==> config.mk <==
export PLATFORM = sky130hd
export DESIGN_NAME = bit_serial_alu_ctrl
export DESIGN_NICKNAME = d
export VERILOG_FILES = /design/src/rtl/bit_serial_alu_ctrl.sv
export SDC_FILE = /design/constraint.sdc
export NUM_CORES = 1
export LEC_CHECK = 0
export BUFFER_PORTS_ARGS = -buffer_cell sky130_fd_sc_hd__clkbuf_2
export CAP_MARGIN = 20
export CELL_PAD_IN_SITES_DETAIL_PLACEMENT = 1
export CELL_PAD_IN_SITES_GLOBAL_PLACEMENT = 1
export CORE_ASPECT_RATIO = 1.5
export CORE_MARGIN = 2
export CORE_UTILIZATION = 30
export DETAILED_ROUTE_END_ITERATION = 7
export PLACE_DENSITY_LB_ADDON = 0.1
export SLEW_MARGIN = 30
export SYNTH_ARGS = -nofsm -noshare
export SYNTH_HDL_FRONTEND = slang
export SYNTH_SLANG_ARGS = --single-unit
==> constraint.sdc <==
create_clock -name clk -period 4.4 [get_ports clk]
set_input_delay 0.44 -clock clk [delete_from_list [all_inputs] [get_ports clk]]
set_output_delay 0.44 -clock clk [all_outputs]
set_load 0.05 [all_outputs]
==> src/rtl/bit_serial_alu_ctrl.sv <==
// Sequencer for a shared 1-bit ALU slice: walks captured operands LSB-first over
// WIDTH cycles, collects the slice outputs and presents a held full-width result.
module bit_serial_alu_ctrl #(
    parameter int WIDTH = 32
) (
    input  logic             clk,
    input  logic             reset,
    input  logic             start,
    input  logic [5:0]       funct,
    input  logic [WIDTH-1:0] op_a,
    input  logic [WIDTH-1:0] op_b,
    output logic             busy,
    output logic             done,
    output logic [WIDTH-1:0] result,
    output logic             carry_out,
    output logic             overflow,
    output logic             illegal,
    output logic             slice_a,
    output logic             slice_b,
    output logic             slice_cin,
    output logic [5:0]       slice_sel,
    output logic             slice_less,
    input  logic             slice_out,
    input  logic             slice_cout
);

    localparam int CW = (WIDTH > 2) ? $clog2(WIDTH) : 1;

    localparam logic [5:0] F_AND = 6'h24;
    localparam logic [5:0] F_OR  = 6'h25;
    localparam logic [5:0] F_ADD = 6'h20;
    localparam logic [5:0] F_SUB = 6'h22;
    localparam logic [5:0] F_SLT = 6'h2A;

    typedef enum logic [1:0] {
        IDLE = 2'd0,
        RUN  = 2'd1,
        FIN  = 2'd2
    } state_t;

    state_t state_reg, state_next;

    logic [WIDTH-1:0] a_reg, b_reg, shift_reg;
    logic [5:0]       funct_reg;
    logic [CW-1:0]    cnt_reg;
    logic             carry_reg;
    logic             cin_msb_reg, cout_msb_reg;
    logic             last_bit;
    logic             is_sub_like;
    logic             is_arith;
    logic             overflow_bit;

    function automatic logic is_legal(input logic [5:0] f);
        return (f == F_AND) || (f == F_OR) || (f == F_ADD) || (f == F_SUB) || (f == F_SLT);
    endfunction

    assign last_bit     = (cnt_reg == CW'(WIDTH - 1));
    assign is_sub_like  = (funct_reg == F_SUB) || (funct_reg == F_SLT);
    assign is_arith     = (funct_reg == F_ADD) || (funct_reg == F_SUB);
    assign overflow_bit = cin_msb_reg ^ cout_msb_reg;

    assign busy       = (state_reg != IDLE);
    assign done       = (state_reg == FIN);
    assign slice_less = 1'b0;

    always_ff @(posedge clk or posedge reset) begin
        if (reset) begin
            state_reg <= IDLE;
        end else begin
            state_reg <= state_next;
        end
    end

    always_comb begin
        state_next = state_reg;
        case (state_reg)
            IDLE: begin
                if (start) begin
                    state_next = is_legal(funct) ? RUN : FIN;
                end
            end
            RUN: begin
                if (last_bit) begin
                    state_next = FIN;
                end
            end
            FIN:     state_next = IDLE;
            default: state_next = IDLE;
        endcase
    end

    // Slice drives are live only while bits are being walked.
    always_comb begin
        slice_a   = 1'b0;
        slice_b   = 1'b0;
        slice_cin = 1'b0;
        slice_sel = 6'h00;
        if (state_reg == RUN) begin
            slice_a   = a_reg[cnt_reg];
            slice_b   = b_reg[cnt_reg];
            slice_sel = (funct_reg == F_SLT) ? F_SUB : funct_reg;
            slice_cin = (cnt_reg == '0) ? is_sub_like : carry_reg;
        end
    end

    always_ff @(posedge clk or posedge reset) begin
        if (reset) begin
            a_reg        <= '0;
            b_reg        <= '0;
            funct_reg    <= '0;
            shift_reg    <= '0;
            cnt_reg      <= '0;
            carry_reg    <= 1'b0;
            cin_msb_reg  <= 1'b0;
            cout_msb_reg <= 1'b0;
            result       <= '0;
            carry_out    <= 1'b0;
            overflow     <= 1'b0;
            illegal      <= 1'b0;
        end else begin
            case (state_reg)
                IDLE: begin
                    if (start) begin
                        a_reg     <= op_a;
                        b_reg     <= op_b;
                        funct_reg <= funct;
                        cnt_reg   <= '0;
                        carry_reg <= 1'b0;
                    end
                end
                RUN: begin
                    shift_reg <= {slice_out, shift_reg[WIDTH-1:1]};
                    carry_reg <= slice_cout;
                    cnt_reg   <= cnt_reg + CW'(1);
                    if (last_bit) begin
                        cin_msb_reg  <= slice_cin;
                        cout_msb_reg <= slice_cout;
                    end
                end
                FIN: begin
                    carry_out <= 1'b0;
                    overflow  <= 1'b0;
                    illegal   <= 1'b0;
                    if (!is_legal(funct_reg)) begin
                        result  <= '0;
                        illegal <= 1'b1;
                    end else if (funct_reg == F_SLT) begin
                        // Signed less-than: sign of A-B corrected by overflow.
                        result <= {{(WIDTH-1){1'b0}}, shift_reg[WIDTH-1] ^ overflow_bit};
                    end else begin
                        result <= shift_reg;
                        if (is_arith) begin
                            carry_out <= cout_msb_reg;
                            overflow  <= overflow_bit;
                        end
                    end
                end
                default: ;
            endcase
        end
    end

endmodule

* After elaboration in Yosys (flattened, before gate mapping)
Cells that the tools add are included.
** Storage, ports and cells
- Logic and storage cells :: 77
- Bits in registers :: 147
- Bits of input ports :: 75
** Operators by class
- Order comparisons :: 1
- Add/subtract/negate cells :: 1
- Eq/ne operators :: 15
- Reduce and logical (&&, ||, !) cells :: 18
- Bitwise gates (word level) :: 2
- Mux-type cells :: 27
** Operators with widths (count)
- $mux W32 :: 2
- $eq A6 B6 Y1 const B :: 10
- $mux W1 :: 14
- $mux W6 :: 2
- $bmux W1 S5 :: 2
- $logic_or A1 B1 Y1 :: 10
- $pmux W5 S2 :: 1
- $reduce_and A2 Y1 :: 4
- $lt A5 B6 Y1 const B :: 1
- $mux W2 :: 3
- $add A5 B1 Y5 const B :: 1
- $eq A5 B5 Y1 const B :: 1
- $logic_not A5 Y1 :: 1
- $mux W5 :: 1
- $ne A2 B2 Y1 const B :: 2
- $pmux W2 S2 :: 1
- $reduce_bool A2 Y1 :: 2
- $eq A2 B1 Y1 const B :: 1
- $eq A2 B2 Y1 const B :: 1
- $logic_not A2 Y1 :: 1
- $pmux W1 S2 :: 1
- $xor A1 B1 Y1 :: 2

* Longest topological paths before layout
Gate-level depths: netlist of run 1.
- Depth after elaboration :: 8
- Mapped depth :: 8

* Worst setup path before layout of run 1
Ideal clock, no wire load.
- Path type :: reg2out
- Start :: register state_reg[1]
- End :: output port slice_sel[3]
- Arrival :: 2.057 ns
- Slack :: 1.903 ns
- Stages on the path, launching flop included :: 5
- Data required time :: 3.960 ns
- Path through :: dfrtp_1 > nand2b_1 > buf_2 > buf_2 > a211oi_1
** On the way
- Longest elaborated chain between the ends :: 2
** Ends and longest elaborated chain
- from (decl) :: line 41 : state_t state_reg, state_next;
- from (signal assigned) :: line 70 : state_reg <= state_next;
- $eq A2 B1 Y1 :: line 98 : if (state_reg == RUN) begin
- $mux W6 :: line 98
- to (decl) :: line 21 : output logic [5:0] slice_sel,
No other way between the ends.

* Final worst setup path of run 1
- Start :: register cnt_reg[0]
- End :: output port slice_a
** On the way
- Longest elaborated chain between the ends :: 3
** Ends and longest elaborated chain
- from (decl) :: line 45 : logic [CW-1:0] cnt_reg;
- from (signal assigned) :: line 134 : cnt_reg <= cnt_reg + CW'(1);
- $bmux W1 S5 :: line 99 : slice_a = a_reg[cnt_reg];
- $mux W1 (not written as such) :: line 99
- $mux W1 :: line 98
- to (decl) :: line 18 : output logic slice_a,
No other way between the ends. The select of a mux whose other input is x is not followed.

==> out/qor.csv, run 1 <==
stage;metric;value;unit
run;Max-cap violations;0;
yosys;register area share after synthesis;0.5766;
sta;fmax;341.6;MHz
grt;global-route wire length before repair;25.56;mm
sta;Final period util;0.6653;
drt;via count;4371;
cts;Reg clk slew, reported paths;0.07;ns
cts;clk_lat worst skew;0.43;ns
finish;layout cells sized above 1;0.2977;
finish;fin nets;720;
pwr;PnR Total Power;3.767;mW
yosys;library cells used by synthesis;41;
finish;finished layout cell area;7764;sq um
sta;Slew HR;0.4864;
place;HPWL after detailed placement;11.05;mm
critical_path;R2R depth;6;
place;dpl ws;1.915;ns
sta;Final Hold Fails;0;
grt;Tot GR Track Use;0.1484;
sta;Hold Slack;0.1363;ns
pwr;Seq pwr share;0.455;
grt;largest net degree at the start of global routing;81;
pwr;peak supply drop;0.2245;mV
drt;post-route ant nets;0;
grt;total grt overflow;0;
yosys;XOR/XNOR share of the synthesized area;0.004118;
sta;Post-Route Setup TNS;0;ns
sta;worst slew pin tran;0.7704;ns
critical_path;Cell Chain, Critical Path;buf_4, mux2i_1, a311oi_1, nand3_1, a41oi_1, clkbuf_2;
yosys;Compound-Gate Fraction of Synth Area;0.07570;
yosys;YS warnings;0;
grt;vias in the first global route;4864;
yosys;Synth async-reset ratio;1.000;
pwr;combinational share of power;0.164;
pwr;Leak;3.702;nW
critical_path;WP data arrival;2.49;ns
pwr;Switching Share;0.2999;
critical_path;Crit. End Element;output port;
grt;initial antenna violation count;0;
run_status;status;finished, final reports clean;
drt;WL/cell;17.08;um
place;Cell Area, Placed;7172;sq um
yosys;largest family of logic cells by synthesized area;multiplexers;
critical_path;slowest cell on the critical path;dfrtp_1;
die;initial core utilization;0.3041;
pwr;Clock power frac;0.381;
hold_path;Hold Crit Class;input port to asynchronous set/reset pin;
die;row count;65;
place;placed insts;891;
cts;Clock Tree Root;clkbuf_16;
cts;CTS Buf Count;17;
yosys;Synth Area in Adders;0.005884;
pwr;net load switching power;1.130;mW
critical_path;Worst setup SP type;flop;
die;Ports;122;
drt;first-pass iteration count of the detailed router;4;
yosys;Post-Synth Simple-Gate Area;0.1185;
critical_path;Crit Path Category;flop to output port;
drt;Detailed Route WL;15.77;mm
yosys;syn nets;608;
sta;clk_skew;0.01226;ns
yosys;syn_area_per_cell;12.04;sq um
finish;Finished Layout Cells;923;
finish;fill count;2320;
cts;# hold bufs at CTS;0;
drt;DRT iter0 DRCs;199;
cts;clk sinks;147;
finish;Final Core Density;0.3700;
yosys;ys flop type;dfrtp_1;
pwr;Pint;2.638;mW
yosys;Synth Instances;530;
finish;n_diodes;0;
cts;Clock Tree Buf Depth;2;
sta;Final WS setup;1.473;ns
critical_path;Critical Path Fanout Max;21;
finish;Synth-to-Final Area Change;21.69;%
cts;CTS H-tree lvls;4;
drt;Via-to-Cell Ratio;4.736;
sta;Tmin final;2.927;ns
pwr;pwr dens;485.3;nW/um^2
yosys;Post-synth EDFFs;0;
die;die area;22470;sq um
drt;drt drc;0;
cts;setup bufs post-CTS;0;
yosys;post-synthesis register bit count;147;
cts;CTS tree;yes;
critical_path;CP max stage delay;0.55;ns
cts;cts repair resizes;0;
sta;RSZ-0062 raised after global routing;false;
place;# port buffers;120;
sta;max-slew violation count;0;
sta;final setup violation count;0;
critical_path;Req. time, crit path;3.96;ns
yosys;mapped cell area;6380;sq um
die;Die H;182.6;um
place;Final GP Congestion;0.7433;
die;core area;20980;sq um
die;die extent in x;123.1;um
yosys;mux contribution to synthesized area;0.1802;
synthesized netlist by cell type (2+ instances only):
master / n / area (sq um)
nand2b_1: 6 / 37.54
o31ai_1: 2 / 15.01
a22o_1: 31 / 271.5
buf_6: 6 / 67.56
nor4b_2: 2 / 30.03
mux2i_1: 35 / 350.3
inv_1: 5 / 18.77
ha_1: 3 / 37.54
nand3_1: 14 / 70.07
nand2_1: 121 / 454.2
buf_2: 9 / 45.04
a311oi_1: 2 / 17.52
mux2_2: 27 / 304.0
o21ai_1: 4 / 20.02
nor2_1: 5 / 18.77
nor2b_1: 5 / 31.28
buf_4: 9 / 67.56
o21ai_0: 5 / 25.02
a41oi_1: 2 / 17.52
mux2_1: 44 / 495.5
a21oi_1: 6 / 30.03
nand4_1: 2 / 12.51
xnor2_1: 2 / 17.52
a31oi_1: 2 / 12.51
a22oi_1: 6 / 45.04
and2_1: 5 / 31.28
dfrtp_1: 147 / 3679
clkbuf_1: 10 / 37.54
worst max-delay path, delay by kind of cell, from the launching register on:
kind | cells | cell delay, ns
buf+inv | 2 | 0.70
simple gates | 1 | 0.11
compound gates | 2 | 0.55
mux | 1 | 0.15
flops | 1 | 0.55
cell families (layout without fill, tap and decap cells):
group,count (synthesis),after routing
and+or+nand+nor,166,166
DFF,147,147
muxes,106,106
AOI/OAI and AO/OA,64,64
buffers and inverters,40,165
adders and majority gates,3,3
xor gates and xnor gates,3,3
other,1,1
worst paths after layout:
check	startpoint	end	slack, ns
max in group asynchronous	reset	a_reg[7]	3.23
worst min-delay path	reset	a_reg[16]	0.14
worst min register to register	b_reg[8]	b_reg[8]	0.48
worst max-delay path	cnt_reg[0]	slice_a	1.47
min in group clk	slice_out	shift_reg[31]	0.22
worst max register to register	state_reg[0]	result[8]	2.31
power groups by stage:
stage	combinational (mW)	clock (mW)	sequential, mW
6_report	0.616	1.44	1.71
5_1_grt	0.691	1.54	1.74
4_1_cts	0.634	1.48	1.72
3_5_place_dp	0.632	0	1.75
3_3_place_gp	0.612	0	1.75
2_1_floorplan	0.473	0	1.70
placed cells by master, fill, tap and decap left out, types with 2 or more instances in the layout:
| cell | instances |
|---|---|
| mux2_2 | 27 |
| dfrtp_1 | 147 |
| a22o_1 | 31 |
| o21ai_0 | 5 |
| nor2b_1 | 4 |
| nand2_1 | 121 |
| a311oi_1 | 2 |
| nor2_1 | 5 |
| a31oi_1 | 2 |
| clkbuf_16 | 17 |
| inv_6 | 7 |
| clkinv_4 | 4 |
| nor4b_2 | 2 |
| and2_1 | 5 |
| clkbuf_2 | 120 |
| a41oi_1 | 2 |
| mux2_1 | 44 |
| inv_8 | 2 |
| inv_1 | 4 |
| nand2b_1 | 5 |
| o21ai_1 | 4 |
| buf_4 | 6 |
| nand3_1 | 14 |
| o31ai_1 | 2 |
| xnor2_1 | 2 |
| a21oi_1 | 6 |
| mux2i_1 | 35 |
| nand4_1 | 2 |
| ha_1 | 3 |
| a22oi_1 | 6 |
cell type report:
| type | instances | area, sq um | share of cell area |
|---|---|---|---|
| Clock buffer | 18 | 439.2 | 0.05657 |
| Clock inverter | 14 | 143.9 | 0.01853 |
| Inverter | 6 | 32.53 | 0.004190 |
| Multi-Input combinational cell | 343 | 2477 | 0.3191 |
| Sequential cell | 147 | 3679 | 0.4738 |
| Tap cell | 268 | 335.3 | 0.04319 |
| Timing Repair Buffer | 127 | 656.9 | 0.08461 |
metal layers:
layer / wire, um / global-route usage
met2: 9044 / 0.2793
met3: 480 / 0.03531
met4: 227 / 0.04545
met1: 6016 / 0.1604
met5: 0 / 0
(Power assumes the default switching activity.)
==> run 2: changes to the inputs <==
==> constraint.sdc (replaced) <==
create_clock -name clk -period 3 [get_ports clk]
set_input_delay 0.3 -clock clk [delete_from_list [all_inputs] [get_ports clk]]
set_output_delay 0.3 -clock clk [all_outputs]
set_load 0.05 [all_outputs]
==> run 2 against run 1 <==
Power grew 52%. Sequential power grew 48%. Clock skew shrank 0.0031 ns. Design area grew 0.97%. Non-clock buffer count grew 1. Hold slack lost 0.061 ns. Combinational power grew 47%.
==> out/qor.csv, run 2 (synthesis results as in run 1) <==
stage;metric;value;unit;change
die;core area;20980;sq um;unchanged
run_status;status;finished, final reports clean;;
die;Die H;182.6;um;unchanged
cts;clk_lat worst skew;0.42;ns;about the same
pwr;PnR Total Power;5.742;mW;+52%
cts;cts repair resizes;0;;unchanged
sta;Post-Route Setup TNS;0;ns;unchanged
grt;largest net degree at the start of global routing;148;;+83%
critical_path;Cell Chain, Critical Path;inv_1, ha_1, nor4b_2, nand2b_1, a21oi_1, clkbuf_2;;
critical_path;Critical Path Source;cnt_reg[0];;
critical_path;CP max stage delay;0.76;ns;+0.21 ns
cts;Clock Tree Root;clkbuf_16;;
die;die extent in x;123.1;um;unchanged
hold_path;Hold Crit Class;input port to asynchronous set/reset pin;;
cts;setup bufs post-CTS;0;;unchanged
critical_path;Critical Path Fanout Max;17;;-19%
die;Ports;122;;unchanged
cts;CTS Buf Count;17;;unchanged
critical_path;WP data arrival;2.39;ns;-0.10 ns
die;row count;65;;unchanged
sta;max-slew violation count;0;;unchanged
finish;Synth-to-Final Area Change;22.87;%;
place;Final GP Congestion;0.7430;;about the same
critical_path;Reg-to-Reg End;cout_msb_reg;;
pwr;pwr dens;732.5;nW/um^2;+51%
cts;Clock Tree Buf Depth;2;;unchanged
drt;DRT iter0 DRCs;154;;-23%
drt;first-pass iteration count of the detailed router;6;;+2
sta;fmax;371.3;MHz;
drt;Detailed Route WL;15.55;mm;-1.4%
cts;CTS H-tree lvls;4;;unchanged
critical_path;r2r startpoint;cnt_reg[0];;
finish;finished layout cell area;7839;sq um;+0.97%
critical_path;R2R depth;5;;-1
sta;final setup violation count;0;;unchanged
drt;Via-to-Cell Ratio;4.759;;+0.50%
die;die area;22470;sq um;unchanged
critical_path;crit-path leading delay family;flip-flops;;
grt;total grt overflow;0;;unchanged
cts;CTS tree;yes;;
sta;worst slew pin tran;0.8313;ns;+0.06094 ns
cts;Reg clk slew, reported paths;0.06;ns;about the same
critical_path;Req. time, crit path;2.70;ns;-1.26 ns
critical_path;Worst setup SP type;flop;;
drt;via count;4388;;+0.39%
finish;layout cells sized above 1;0.2966;;-0.001074
critical_path;flop-to-flop setup slack;1.06;ns;-1.25 ns
place;# port buffers;120;;unchanged
critical_path;critical path capture point;slice_cin;;
grt;global-route wire length before repair;25.28;mm;-1.1%
finish;fin nets;721;;+0.14%
grt;initial antenna violation count;0;;unchanged
finish;commonest non-fill, non-tap cells in the layout;dfrtp_1, nand2_1, clkbuf_2;;
cts;# hold bufs at CTS;0;;unchanged
critical_path;Crit. End Element;output port;;
cts;clk sinks;147;;unchanged
run;Max-cap violations;0;;unchanged
sta;Final period util;0.8977;;
critical_path;WP depth;6;;unchanged
sta;Slew HR;0.4458;;-0.04063
pwr;Leak;3.721;nW;+0.53%
place;HPWL after detailed placement;10.93;mm;-1.1%
sta;RSZ-0062 raised after global routing;false;;
drt;post-route ant nets;0;;unchanged
sta;clk_skew;0.009203;ns;-0.003054 ns
finish;n_diodes;0;;unchanged
finish;most common cell after layout, fill and taps aside;dfrtp_1;;
critical_path;slowest cell on the critical path;dfrtp_1;;
grt;Tot GR Track Use;0.1473;;-0.001106
critical_path;Crit Path Category;flop to output port;;
drt;drt drc;0;;unchanged
sta;Final Hold Fails;0;;unchanged
grt;vias in the first global route;4836;;-0.58%
place;Cell Area, Placed;7204;sq um;+0.45%
drt;WL/cell;16.86;um;-1.3%
sta;Tmin final;2.693;ns;
critical_path;CP bufs+invs;2;;unchanged
die;initial core utilization;0.3041;;unchanged
pwr;peak supply drop;0.3260;mV;+45%
## run 2: cell types whose count changed in the layout (fill, tap and decap cells not counted), sizes merged
cell	delta
buf	+1
bufinv	+4
clkinv	-2
clkinvlp	+2
inv	-6
## run 2: cell type report
cell class                 instances  area, sq um
fill                            2305        13140
sequential                       147         3680
multi-input combinational        343         2472
clock inverter                    12        205.2
clock buffer                      18        429.2
timing repair buffer             128        685.7
tap                              268        335.3
inverter                           6        31.28
## run 2: worst min-delay path: cells and delay by family
| kind | cells | cell delay (ns) |
|---|---|---|
| buffers and inverters | 3 | 0.70 |
## run 2: worst min path at each step
stage	depth (start not counted)	end	from
6_report	3	result[24]	reset
5_1_grt	2	b_reg[4]	op_b[4]
4_1_cts	3	shift_reg[31]	slice_out
3_5_place_dp	1	b_reg[2]	b_reg[2]
3_3_place_gp	1	b_reg[7]	b_reg[7]
2_1_floorplan	2	shift_reg[31]	slice_out
## run 2: per-layer routing
layer,wire (um),global-route usage,up-vias
li1,-,-,2063
met1,5900,0.1516,2227
met2,8898,0.2820,79
met3,497,0.03656,19
met4,250,0.05045,0
met5,0,0,-
## run 2: per-stage QoR
stage          setup slack, ns    util  hold WS [ns]  instances
2_1_floorplan           0.5850       -        0.4054        530
3_3_place_gp            0.5551  0.3433        0.4689        892
3_5_place_dp            0.7124  0.3434        0.4786        892
4_1_cts                 0.2524  0.3736       0.06533        922
5_1_grt                 0.1157  0.3736       0.07656        922
6_report                0.3068  0.3736       0.07571        922
## run 2: power by group
part           switching (mW)  internal [mW]
clock network           0.835           1.47
logic                   0.499          0.406
registers               0.248           2.28
